### src/rtl/des_key_scheduler.sv
// Iterative DES key schedule: emits one 48-bit round subkey per accepted handshake,
// in K1..K16 order for encryption or K16..K1 order for decryption.
module des_key_scheduler (
    input  logic        clk,
    input  logic        rst_n,
    input  logic [64:1] key_in,
    input  logic        decrypt,
    input  logic        start,
    output logic        subkey_valid,
    input  logic        subkey_ready,
    output logic [48:1] subkey,
    output logic [4:1]  round_idx,
    output logic        busy,
    output logic        done
);

    typedef enum logic {
        ST_IDLE = 1'b0,
        ST_GEN  = 1'b1
    } state_t;

    // Tables use DES numbering: entry i names the source bit of output bit i+1.
    localparam int PC1_TAB [0:55] = '{
        57, 49, 41, 33, 25, 17,  9,
         1, 58, 50, 42, 34, 26, 18,
        10,  2, 59, 51, 43, 35, 27,
        19, 11,  3, 60, 52, 44, 36,
        63, 55, 47, 39, 31, 23, 15,
         7, 62, 54, 46, 38, 30, 22,
        14,  6, 61, 53, 45, 37, 29,
        21, 13,  5, 28, 20, 12,  4
    };

    localparam int PC2_TAB [0:47] = '{
        14, 17, 11, 24,  1,  5,
         3, 28, 15,  6, 21, 10,
        23, 19, 12,  4, 26,  8,
        16,  7, 27, 20, 13,  2,
        41, 52, 31, 37, 47, 55,
        30, 40, 51, 45, 33, 48,
        44, 49, 39, 56, 34, 53,
        46, 42, 50, 36, 29, 32
    };

    // Rounds 1, 2, 9 and 16 shift by one; every other round shifts by two.
    function automatic logic shift_is_two(input logic [4:0] rnd);
        return !((rnd == 5'd1) || (rnd == 5'd2) || (rnd == 5'd9) || (rnd == 5'd16));
    endfunction

    function automatic logic [28:1] rot_left(input logic [28:1] v, input logic two);
        return two ? {v[26:1], v[28:27]} : {v[27:1], v[28]};
    endfunction

    function automatic logic [28:1] rot_right(input logic [28:1] v, input logic two);
        return two ? {v[2:1], v[28:3]} : {v[1], v[28:2]};
    endfunction

    state_t      state_q, state_d;
    logic [28:1] c_q, c_d;
    logic [28:1] d_q, d_d;
    logic [3:0]  step_q, step_d;
    logic        dec_q, dec_d;
    logic        done_q, done_d;

    logic [56:1] pc1_key;
    logic [56:1] cd_cur;
    logic [48:1] pc2_out;
    logic        handshake;
    logic        unused_parity;

    // DES bit n of a [N:1] vector sits at index N+1-n.
    generate
        for (genvar gi = 0; gi < 56; gi++) begin : g_pc1
            assign pc1_key[56 - gi] = key_in[65 - PC1_TAB[gi]];
        end
        for (genvar gi = 0; gi < 48; gi++) begin : g_pc2
            assign pc2_out[48 - gi] = cd_cur[57 - PC2_TAB[gi]];
        end
    endgenerate

    assign unused_parity = ^{key_in[57], key_in[49], key_in[41], key_in[33],
                             key_in[25], key_in[17], key_in[9],  key_in[1]};

    assign cd_cur    = {c_q, d_q};
    assign handshake = (state_q == ST_GEN) && subkey_ready;

    always_comb begin
        state_d = state_q;
        c_d     = c_q;
        d_d     = d_q;
        step_d  = step_q;
        dec_d   = dec_q;
        done_d  = 1'b0;
        case (state_q)
            ST_IDLE: begin
                if (start) begin
                    // Decrypt starts from the unrotated halves: 28 total positions equals K16.
                    if (decrypt) begin
                        c_d = pc1_key[56:29];
                        d_d = pc1_key[28:1];
                    end else begin
                        c_d = rot_left(pc1_key[56:29], 1'b0);
                        d_d = rot_left(pc1_key[28:1], 1'b0);
                    end
                    dec_d   = decrypt;
                    step_d  = 4'd0;
                    state_d = ST_GEN;
                end
            end
            ST_GEN: begin
                if (handshake) begin
                    step_d = step_q + 4'd1;
                    if (step_q == 4'd15) begin
                        state_d = ST_IDLE;
                        done_d  = 1'b1;
                    end else if (dec_q) begin
                        c_d = rot_right(c_q, shift_is_two(5'd16 - {1'b0, step_q}));
                        d_d = rot_right(d_q, shift_is_two(5'd16 - {1'b0, step_q}));
                    end else begin
                        c_d = rot_left(c_q, shift_is_two({1'b0, step_q} + 5'd2));
                        d_d = rot_left(d_q, shift_is_two({1'b0, step_q} + 5'd2));
                    end
                end
            end
            default: state_d = ST_IDLE;
        endcase
    end

    always_ff @(posedge clk or negedge rst_n) begin
        if (!rst_n) begin
            state_q <= ST_IDLE;
            c_q     <= '0;
            d_q     <= '0;
            step_q  <= '0;
            dec_q   <= 1'b0;
            done_q  <= 1'b0;
        end else begin
            state_q <= state_d;
            c_q     <= c_d;
            d_q     <= d_d;
            step_q  <= step_d;
            dec_q   <= dec_d;
            done_q  <= done_d;
        end
    end

    assign subkey_valid = (state_q == ST_GEN);
    assign busy         = (state_q == ST_GEN);
    assign done         = done_q;
    assign subkey       = pc2_out;
    assign round_idx    = dec_q ? (4'd15 - step_q) : step_q;

endmodule

### config.mk
export PLATFORM = sky130hd
export DESIGN_NAME = des_key_scheduler
export DESIGN_NICKNAME = d
export VERILOG_FILES = /design/src/rtl/des_key_scheduler.sv
export SDC_FILE = /design/constraint.sdc
export NUM_CORES = 1
export LEC_CHECK = 0
export CORE_ASPECT_RATIO = 0.9
export CORE_MARGIN = 10
export CORE_UTILIZATION = 39
export CTS_BUF_LIST = sky130_fd_sc_hd__clkbuf_4
export CTS_CLUSTER_DIAMETER = 200
export DETAILED_ROUTE_END_ITERATION = 10
export PLACE_DENSITY = 0.73
export SETUP_SLACK_MARGIN = 0.02
export SLEW_MARGIN = 5
export SYNTH_ARGS = -nofsm -noshare
export SYNTH_HDL_FRONTEND = slang
export SYNTH_SLANG_ARGS = --single-unit
### constraint.sdc
create_clock -name clk -period 3.1 [get_ports clk]
set_input_delay 0.465 -clock clk [delete_from_list [all_inputs] [get_ports clk]]
set_output_delay 0.465 -clock clk [all_outputs]
set_load 0.05 [all_outputs]
==> impl_metrics.toml <==
[worst_setup_path]
worstSetupPathType = "reg -> reg"
cp_data_arrival_time_ps = 2870
regToRegSetupSlack_ps = 540
worstSetupEndpointType = "flop"
worst_r2r_path_depth = 6
required_ps = 3410
r2r-end = "d_q[26]"
cp_max_fo = 56
startpoint_type = "flop"
rr_startpoint = "step_q[0]"

[route]
drt_iter0_drc = 385
drt_wl_total_um = 15200
routed_via_density = 5.67
drc = 0
dr_total_vias = 4650
ant_nets = 0
post_drt_wl_per_cell_um = 18.6
drtPass1Iterations = 5

[timing]
worstMarginPinSlew_ps = 661
report.final.slew_viol_count = 0
whs_ps = 34.3
rsz0062_at_grt = "no"
setup_ws_ps = 539
hold_violations = 0
setup_viol = 0
clock_skew_ps = 9.24
fin_crit_sh = 0.826
fmax_mhz = 390
fin_setup_tns_ps = 0
relSlewSlack = 0.559
period_needed_ps = 2560

[yosys]
synth_edf_count = 0
ys_ff_latch = 63
synthTopCellsByArea = "dfrtp_1 (29%), mux2_2 (12%), mux2i_1 (11%)"
yosysTopAreaCellShare = 0.292
netlist_area_um2 = 5390
synth_most_common_cell = "nor2_1"
synth-async-reset-ratio = 1.00
synth_nets = 687
yosys_warnings = 0
ys_seq_area_frac = 0.292
synth_cell_types = 33
synth_common_cells = "nor2_1 (118), dfrtp_1 (63), a21oi_1 (60), mux2i_1 (58)"
postSynthCellCount = 612
synth_top_flop_cell = "dfrtp_1"
synth_top_area_cell = "dfrtp_1"
syn_avg_cell_area_um2 = 8.81

[die]
dieArea_um2 = 18900
pin_count = 124
initial_core_util = 0.401
fp.dieW_um = 144
die_y_um = 132
num_rows = 40
design.core.area_um2 = 13500

[clock_network]
cts_buffers = 9
root_buffer = "clkbuf_4"
htree_levels = 3
post_cts_resized = 0
clkLatencyLatePin_ps = 420
cts_tree = "done"
cts_sinks = 63
path_clk_slew_ps = 120
postCtsSetupBuffers = 0
clock_path_buffers = 2
cts_hold_buf = 0

[layout]
final_nets = 722
seqCellArea_um2 = 1580
layout-drive-gt1-share = 0.144
fillers = 1281
area_growth_pct = 19.4
fin_area_um2 = 6440
num_antenna_cells = 0
multi_input_area_um2 = 3200

[outcome]
outcome = "completed"

[global_route]
globalRoute.totalOverflow = 0
grt_pass1_wl_um = 25200
track_usage = 0.158
grt_pass1_vias = 4635
grt_max_degree = 57
antenna_found_initial = 0

[placed_design]
gp_congestion = 0.794
place_area_um2 = 6260
dpl.hpwl_um = 10300
portBuffers = 115
pre_cts_slack_ps = 301

[pwr]
vdd_ir_drop_max_v = 0.000662
power_mw = 5.93
power.density_nw_per_um2 = 921
p_leak_nw = 2.55

[run]
cap_violations = 0

[min_path]
hold_class = "in -> async"
==> state kept, by name, indices dropped and copies added, names as in the netlist <==
| register | flops |
|---|---|
| done | 1 |
| dec_q | 1 |
| busy | 1 |
| d_q | 28 |
| c_q | 28 |
| step_q | 4 |
==> cell type report <==
| type | count | area share |
|---|---|---|
| Clock buffer | 9 | 0.0105 |
| Clock inverter | 7 | 0.0173 |
| Inverter | 5 | 0.00291 |
| Multi-Input combinational cell | 443 | 0.497 |
| Sequential cell | 63 | 0.245 |
| Tap cell | 168 | 0.0326 |
| Timing Repair Buffer | 125 | 0.195 |
==> layer usage <==
| metal | wire length (um) | vias to the layer above | GRT usage | share of wire |
|---|---|---|---|---|
| met2 | 6860 | 169 | 0.235 | 0.45 |
| li1 | - | 2255 | - | - |
| met5 | 0 | - | 0 | 0 |
| met1 | 6860 | 2216 | 0.216 | 0.45 |
| met3 | 1440 | 10 | 0.0584 | 0.095 |
| met4 | 77 | 0 | 0.0238 | 0.0051 |
==> cells in the final DEF (no fill, tap or decap), types with 3 or more instances in the layout <==
cell / count
o211a_1: 56
inv_1: 4
dfrtp_1: 63
mux2_2: 57
buf_4: 7
nand2_1: 5
clkdlybuf4s50_1: 113
a21oi_1: 60
ha_1: 6
buf_12: 3
o21ai_0: 3
nor2_1: 118
bufinv_16: 3
clkbuf_4: 9
xor2_1: 4
mux2i_1: 58
o22ai_1: 56
==> critical path, cell delays in order (launching register included) <==
cell and delay (ps):
dfrtp_1 500, ha_1 330, and3_4 230, or3b_2 470, or2_2 280, buf_4 330, o211a_1 300
==> per-stage QoR <==
stage | instances | utilization
6_report | 820 | 0.479
5_1_grt | 820 | 0.479
4_1_cts | 820 | 0.479
3_5_place_dp | 804 | 0.465
3_3_place_gp | 804 | 0.465
2_1_floorplan | 612 | -
==> logic make-up (layout without fill, tap and decap cells) <==
logic type,Yosys count,in the layout,synth area share
AOI/OAI and AO/OA,183,183,0.240
xor gates and xnor gates,4,4,0.00649
adders and majority gates,6,6,0.0139
buffers and inverters,106,146,0.121
DFF,63,63,0.292
muxes,115,115,0.227
and+or+nand+nor,135,135,0.100
==> report_power, final <==
group	internal (mW)	switching (mW)
clock	0.403	0.331
sequential	1.11	0.456
combinational	1.44	2.19
total	2.96	2.97
==> worst max-delay path by stage <==
stage	startpoint	to	slack, ps	depth (start not counted)
after floorplan	busy	c_q[10]	960	7
after global placement	subkey_ready	d_q[20]	400	6
after detailed placement	subkey_ready	d_q[5]	300	6
after CTS	step_q[0]	d_q[5]	550	6
after global routing	step_q[1]	d_q[12]	370	7
final	step_q[0]	d_q[26]	540	6
(Power assumes the default switching activity.)
